**src/rtl/vga_timing_ctrl.sv**
```systemverilog
// vga_timing_ctrl: VGA raster timing generator with a fixed two-stage output pipeline.
//
// Counter state T (h_cnt, v_cnt) produces:
//   - oVGA_X / oVGA_Y at T+1. These go to the pattern generator, which returns colour
//     on iRed / iGreen / iBlue in the cycle that X/Y are shown.
//   - oVGA_HS / oVGA_VS / oVGA_BLANK_n and oVGA_R/G/B together at T+2.
//   - oFrame_start: a one-cycle pulse while X/Y show (0,0) after a wrap from the last pixel.
//     It does not pulse for the partial frame that follows reset.
//
// Ports:
//   iVGA_CLK                     pixel clock (the only clock)
//   iRST_n                       asynchronous active-low reset
//   oVGA_X, oVGA_Y     [9:0]     pixel column/row; 0 outside the visible range
//   iRed, iGreen, iBlue [9:0]    colour from the pattern generator
//   oVGA_R, oVGA_G, oVGA_B [9:0] colour to the DAC; 0 during blanking
//   oVGA_HS, oVGA_VS             active-low syncs
//   oVGA_BLANK_n                 high while a visible pixel is on the output
//   oFrame_start                 one pulse per frame
//
// Optional feature: define VGA_TIMING_BORDER_EN to force colour 10'h3FF on the outermost
// visible rows and columns.
module vga_timing_ctrl #(
  parameter int unsigned H_VISIBLE = 640,
  parameter int unsigned H_FRONT   = 16,
  parameter int unsigned H_SYNC    = 96,
  parameter int unsigned H_BACK    = 48,
  parameter int unsigned V_VISIBLE = 480,
  parameter int unsigned V_FRONT   = 10,
  parameter int unsigned V_SYNC    = 2,
  parameter int unsigned V_BACK    = 33
) (
  input  logic       iVGA_CLK,
  input  logic       iRST_n,
  output logic [9:0] oVGA_X,
  output logic [9:0] oVGA_Y,
  input  logic [9:0] iRed,
  input  logic [9:0] iGreen,
  input  logic [9:0] iBlue,
  output logic [9:0] oVGA_R,
  output logic [9:0] oVGA_G,
  output logic [9:0] oVGA_B,
  output logic       oVGA_HS,
  output logic       oVGA_VS,
  output logic       oVGA_BLANK_n,
  output logic       oFrame_start
);

  localparam logic [9:0] H_VIS      = 10'(H_VISIBLE);
  localparam logic [9:0] H_SYNC_BEG = 10'(H_VISIBLE + H_FRONT);
  localparam logic [9:0] H_SYNC_END = 10'(H_VISIBLE + H_FRONT + H_SYNC - 1);
  localparam logic [9:0] H_MAX      = 10'(H_VISIBLE + H_FRONT + H_SYNC + H_BACK - 1);
  localparam logic [9:0] V_VIS      = 10'(V_VISIBLE);
  localparam logic [9:0] V_SYNC_BEG = 10'(V_VISIBLE + V_FRONT);
  localparam logic [9:0] V_SYNC_END = 10'(V_VISIBLE + V_FRONT + V_SYNC - 1);
  localparam logic [9:0] V_MAX      = 10'(V_VISIBLE + V_FRONT + V_SYNC + V_BACK - 1);

  logic [9:0] h_cnt, v_cnt;
  logic [9:0] h_cnt_nxt, v_cnt_nxt;
  logic       h_last, v_last;
  logic       h_vis, v_vis;
  logic       hs_now_n, vs_now_n;

  // Set while the counters sit at (0,0) after a wrap; delays the frame pulse onto the
  // cycle where X/Y show (0,0).
  logic       wrap;

  // Stage-1 flags for the counter state of the previous cycle.
  logic       vis1, hs1_n, vs1_n;

  always_comb begin
    h_last    = (h_cnt == H_MAX);
    v_last    = (v_cnt == V_MAX);
    h_vis     = (h_cnt < H_VIS);
    v_vis     = (v_cnt < V_VIS);
    hs_now_n  = !((h_cnt >= H_SYNC_BEG) && (h_cnt <= H_SYNC_END));
    vs_now_n  = !((v_cnt >= V_SYNC_BEG) && (v_cnt <= V_SYNC_END));
    h_cnt_nxt = h_last ? 10'd0 : h_cnt + 10'd1;
    v_cnt_nxt = v_cnt;
    if (h_last) begin
      v_cnt_nxt = v_last ? 10'd0 : v_cnt + 10'd1;
    end
  end

  always_ff @(posedge iVGA_CLK or negedge iRST_n) begin
    if (!iRST_n) begin
      h_cnt        <= '0;
      v_cnt        <= '0;
      oVGA_X       <= '0;
      oVGA_Y       <= '0;
      wrap         <= 1'b0;
      oFrame_start <= 1'b0;
      vis1         <= 1'b0;
      hs1_n        <= 1'b1;
      vs1_n        <= 1'b1;
      oVGA_HS      <= 1'b1;
      oVGA_VS      <= 1'b1;
      oVGA_BLANK_n <= 1'b0;
    end else begin
      h_cnt        <= h_cnt_nxt;
      v_cnt        <= v_cnt_nxt;
      oVGA_X       <= h_vis ? h_cnt : 10'd0;
      oVGA_Y       <= v_vis ? v_cnt : 10'd0;
      wrap         <= h_last && v_last;
      oFrame_start <= wrap;
      vis1         <= h_vis && v_vis;
      hs1_n        <= hs_now_n;
      vs1_n        <= vs_now_n;
      oVGA_HS      <= hs1_n;
      oVGA_VS      <= vs1_n;
      oVGA_BLANK_n <= vis1;
    end
  end

`ifdef VGA_TIMING_BORDER_EN
  localparam logic [9:0] H_LAST_VIS = 10'(H_VISIBLE - 1);
  localparam logic [9:0] V_LAST_VIS = 10'(V_VISIBLE - 1);

  logic border1;

  always_ff @(posedge iVGA_CLK or negedge iRST_n) begin
    if (!iRST_n) begin
      border1 <= 1'b0;
      oVGA_R  <= '0;
      oVGA_G  <= '0;
      oVGA_B  <= '0;
    end else begin
      border1 <= h_vis && v_vis &&
                 ((h_cnt == 10'd0) || (h_cnt == H_LAST_VIS) ||
                  (v_cnt == 10'd0) || (v_cnt == V_LAST_VIS));
      if (vis1) begin
        oVGA_R <= border1 ? 10'h3FF : iRed;
        oVGA_G <= border1 ? 10'h3FF : iGreen;
        oVGA_B <= border1 ? 10'h3FF : iBlue;
      end else begin
        oVGA_R <= '0;
        oVGA_G <= '0;
        oVGA_B <= '0;
      end
    end
  end
`else
  // Input colour is only sampled while the delayed visible flag is set.
  always_ff @(posedge iVGA_CLK or negedge iRST_n) begin
    if (!iRST_n) begin
      oVGA_R <= '0;
      oVGA_G <= '0;
      oVGA_B <= '0;
    end else begin
      oVGA_R <= vis1 ? iRed   : 10'd0;
      oVGA_G <= vis1 ? iGreen : 10'd0;
      oVGA_B <= vis1 ? iBlue  : 10'd0;
    end
  end
`endif

endmodule

```
**config.mk**
```make
export PLATFORM = sky130hd
export DESIGN_NAME = vga_timing_ctrl
export DESIGN_NICKNAME = d
export VERILOG_FILES = /design/src/rtl/vga_timing_ctrl.sv
export SDC_FILE = /design/constraint.sdc
export NUM_CORES = 1
export LEC_CHECK = 0
export ABC_CLOCK_PERIOD_IN_PS = 3700
export CAP_MARGIN = 10
export CELL_PAD_IN_SITES_DETAIL_PLACEMENT = 0
export CELL_PAD_IN_SITES_GLOBAL_PLACEMENT = 1
export CORE_UTILIZATION = 40
export DETAILED_ROUTE_END_ITERATION = 7
export PLACE_DENSITY_LB_ADDON = 0.1
export SYNTH_ARGS = -nofsm -noshare
export SYNTH_HDL_FRONTEND = slang
export SYNTH_SLANG_ARGS = --single-unit
```
**constraint.sdc**
```tcl
create_clock -name iVGA_CLK -period 3.7 [get_ports iVGA_CLK]
set_input_delay 0.555 -clock iVGA_CLK [delete_from_list [all_inputs] [get_ports iVGA_CLK]]
set_output_delay 0.555 -clock iVGA_CLK [all_outputs]
set_load 0.005 [all_outputs]
```
==> reports/qor.yml <==
outcome:
  status: "complete, no violations"
setup_path:
  timing.rr.start: "h_cnt[0]"
  startpoint: "oVGA_HS"
  critical_path_class: "flop to output pin"
  ff2ff_setup_slack_ps: 1990
  critical_path.max_fanout: 1
  cp_top_family: "flip-flops"
  cp.arrival_ps: 1340
  crit_path_end_kind: "output pin"
  cp_slowest_stage_delay_ps: 520
  cp.depth: 1
  r2r_end: "v_cnt[3]"
  cp-endpoint: "oVGA_HS"
  worst_ep_required_time_ps: 3140
  start_kind: "flop"
  crit_chain: "clkdlybuf4s50_1"
  reg2reg_depth: 5
  timing.critical_path.buf_inv: 1
  crit_slowest_cell: "dfstp_2"
logic_synthesis:
  yosys_most_used_dff: "dfrtp_1"
  synth_mux_area_share_pct: 0.346
  synthXorXnorAreaFrac_pct: 3.02
  syn_nets: 251
  synth_top_area_share_pct: 63.9
  synth_cell_types: 41
  synth_area_leaders: "dfrtp_1 (64%), and2_1 (10%), dfstp_2 (3.6%)"
  synth-warning-count: 0
  netlist_area_um2: 2900
  synth_edf_count: 0
  yosys.area_share.simple_pct: 22.1
  synth.avg_cell_area_um2: 13.5
  synth_adder_area_share_pct: 1.73
  synth-seq-area-share_pct: 67.6
  synth_compound_area_share_pct: 3.41
  yosys.area.top_type: "dfrtp_1"
  synth_top_family_by_area: "simple AND/OR/NAND/NOR gates"
  syn_inst: 215
  async_reset_ff_share_pct: 100
  ys_ff_latch: 78
timing:
  finalHoldViolations: 0
  setup_tns_ps: 0
  worst_slack_ps: 1810
  max_freq_mhz: 528
  fin_skew_ps: 4.36
  drv_slew: 0
  tightest_slew_ps: 928
  max_slew_margin_pct: 38.1
  whs_ps: 357
  setup_viol: 0
  rsz0062_at_grt: "no"
  fin_crit_sh_pct: 51.2
  fin_crit_ps: 1890
layout:
  final_common_cell: "clkdlybuf4s50_1"
  nets: 341
  layout_common_cells: "clkdlybuf4s50_1 (84), dfrtp_1 (74), and2_1 (47)"
  area_delta_synth_final_pct: 39.9
  antenna_cells: 0
  drive_gt1_share_pct: 9.68
die:
  die_w_um: 87.1
  core_area_um2: 6910
  die-area_um2: 7590
  die_y_um: 87.1
  initial_core_util_pct: 41.9
  std_cell_rows: 30
  io_pins: 86
global_routing:
  grt_overflow_total: 0
  grt_antenna_before_repair: 0
  grt_pass1_vias: 1802
  track_usage_pct: 15.2
  grt_max_degree: 79
  grt_pass1_wl_um: 8700
clock_network:
  tritoncts: "yes"
  clk_path_buf_depth: 2
  postCtsSetupRepairBufs: 0
  clk_pin_slew_ps: 70
  clk-insertion-delay-late_ps: 330
  cts_root_buffer: "clkbuf_8"
  postCtsHoldBufs: 0
  cts_resized: 0
  htree_levels: 3
  clock-sinks: 78
  numCtsBuffers: 9
drt:
  wl_per_cell_um: 12.8
  drt-initial-drc-count: 81
  via_per_inst: 4.45
  num_vias: 1806
  postRouteAntennaNets: 0
  wl_um: 5180
  dr.pass1.iters: 4
  drcViolationCount: 0
pwr:
  leakage_nw: 1.77
  p_per_area_nw_per_um2: 406
  ir_drop_uv: 169
  p_total_mw: 1.65
placement:
  gp_congestion: 0.786
  place_ws_ps: 1970
  io_buffers: 85
  hpwl_um: 3500
hold_path:
  hold_start: "hs1_n"
  holdCritPathClass: "flop to flop"
run:
  drv_cap: 0
[final cells by class]
| class | instances | area [um^2] |
|---|---|---|
| repair buffers | 85 | 848 |
| inverters | 6 | 22.5 |
| flip-flops and latches | 78 | 1960 |
| fillers | 595 | 2850 |
| multi-input cells | 125 | 890 |
| clock inverters | 4 | 70.1 |
| well taps | 96 | 120 |
| clock buffers | 12 | 145 |
[registers in the layout, indices dropped and copies added, names as in the netlist, 10 cells and up]
name    cells
oVGA_Y     10
oVGA_B     10
oVGA_X     10
oVGA_R     10
h_cnt      10
v_cnt      10
oVGA_G     10
[power breakdown]
| group | switching, mW | total [mW] | internal, mW |
|---|---|---|---|
| combinational | 0.0304 | 0.0947 | 0.0643 |
| sequential | 0.00385 | 0.873 | 0.869 |
| clock | 0.283 | 0.679 | 0.397 |
[kinds of logic (layout without fill, tap and decap cells)]
kind of cell             after synthesis  after routing
AO/OA/AOI/OAI                         16             16
XOR/XNOR                              10             10
adder cells (fa/ha/maj)                4              4
buffers and inverters                 12            107
flip-flops                            78             78
multiplexers                           1              1
other                                  1              1
AND/OR/NAND/NOR                       93             93
[layer usage]
| layer | part of all wire [%] | global-route usage, % | up-vias |
|---|---|---|---|
| li1 | - | - | 887 |
| met1 | 47 | 20.5 | 854 |
| met2 | 45 | 23.2 | 57 |
| met3 | 6.1 | 3.60 | 8 |
| met4 | 1.9 | 7.60 | 0 |
| met5 | 0 | 0 | - |
[synth_stat cells (all sizes together) (2+ instances only)]
library cell / instances
a21oi: 3
and2: 49
and3: 2
and4: 2
buf: 2
clkbuf: 4
dfrtp: 74
dfstp: 4
ha: 4
inv: 6
nand2: 5
nand2b: 4
nand3: 6
nand4: 6
nor2: 7
nor3: 3
nor4: 3
o21a: 2
o21ai: 6
xnor2: 5
xor2: 5
[per-stage QoR]
step	cell area, um^2	instances	utilization [%]
4_1_cts	4050	406	58.7
2_1_floorplan	2900	215	-
5_1_grt	4050	406	58.7
3_3_place_gp	3840	390	55.6
3_5_place_dp	3840	390	55.6
6_report	4050	406	58.7
[worst min-delay path by stage]
| stage | endpoint | slack [ps] | cells after the start |
|---|---|---|---|
| floorplan | h_cnt[0] | 260 | 0 |
| global placement | oFrame_start | 330 | 0 |
| detailed placement | oFrame_start | 340 | 0 |
| CTS | oVGA_HS | 360 | 0 |
| global route | oVGA_VS | 370 | 0 |
| finish | oVGA_HS | 360 | 0 |
No activity file was read; power rests on OpenSTA's default activity.
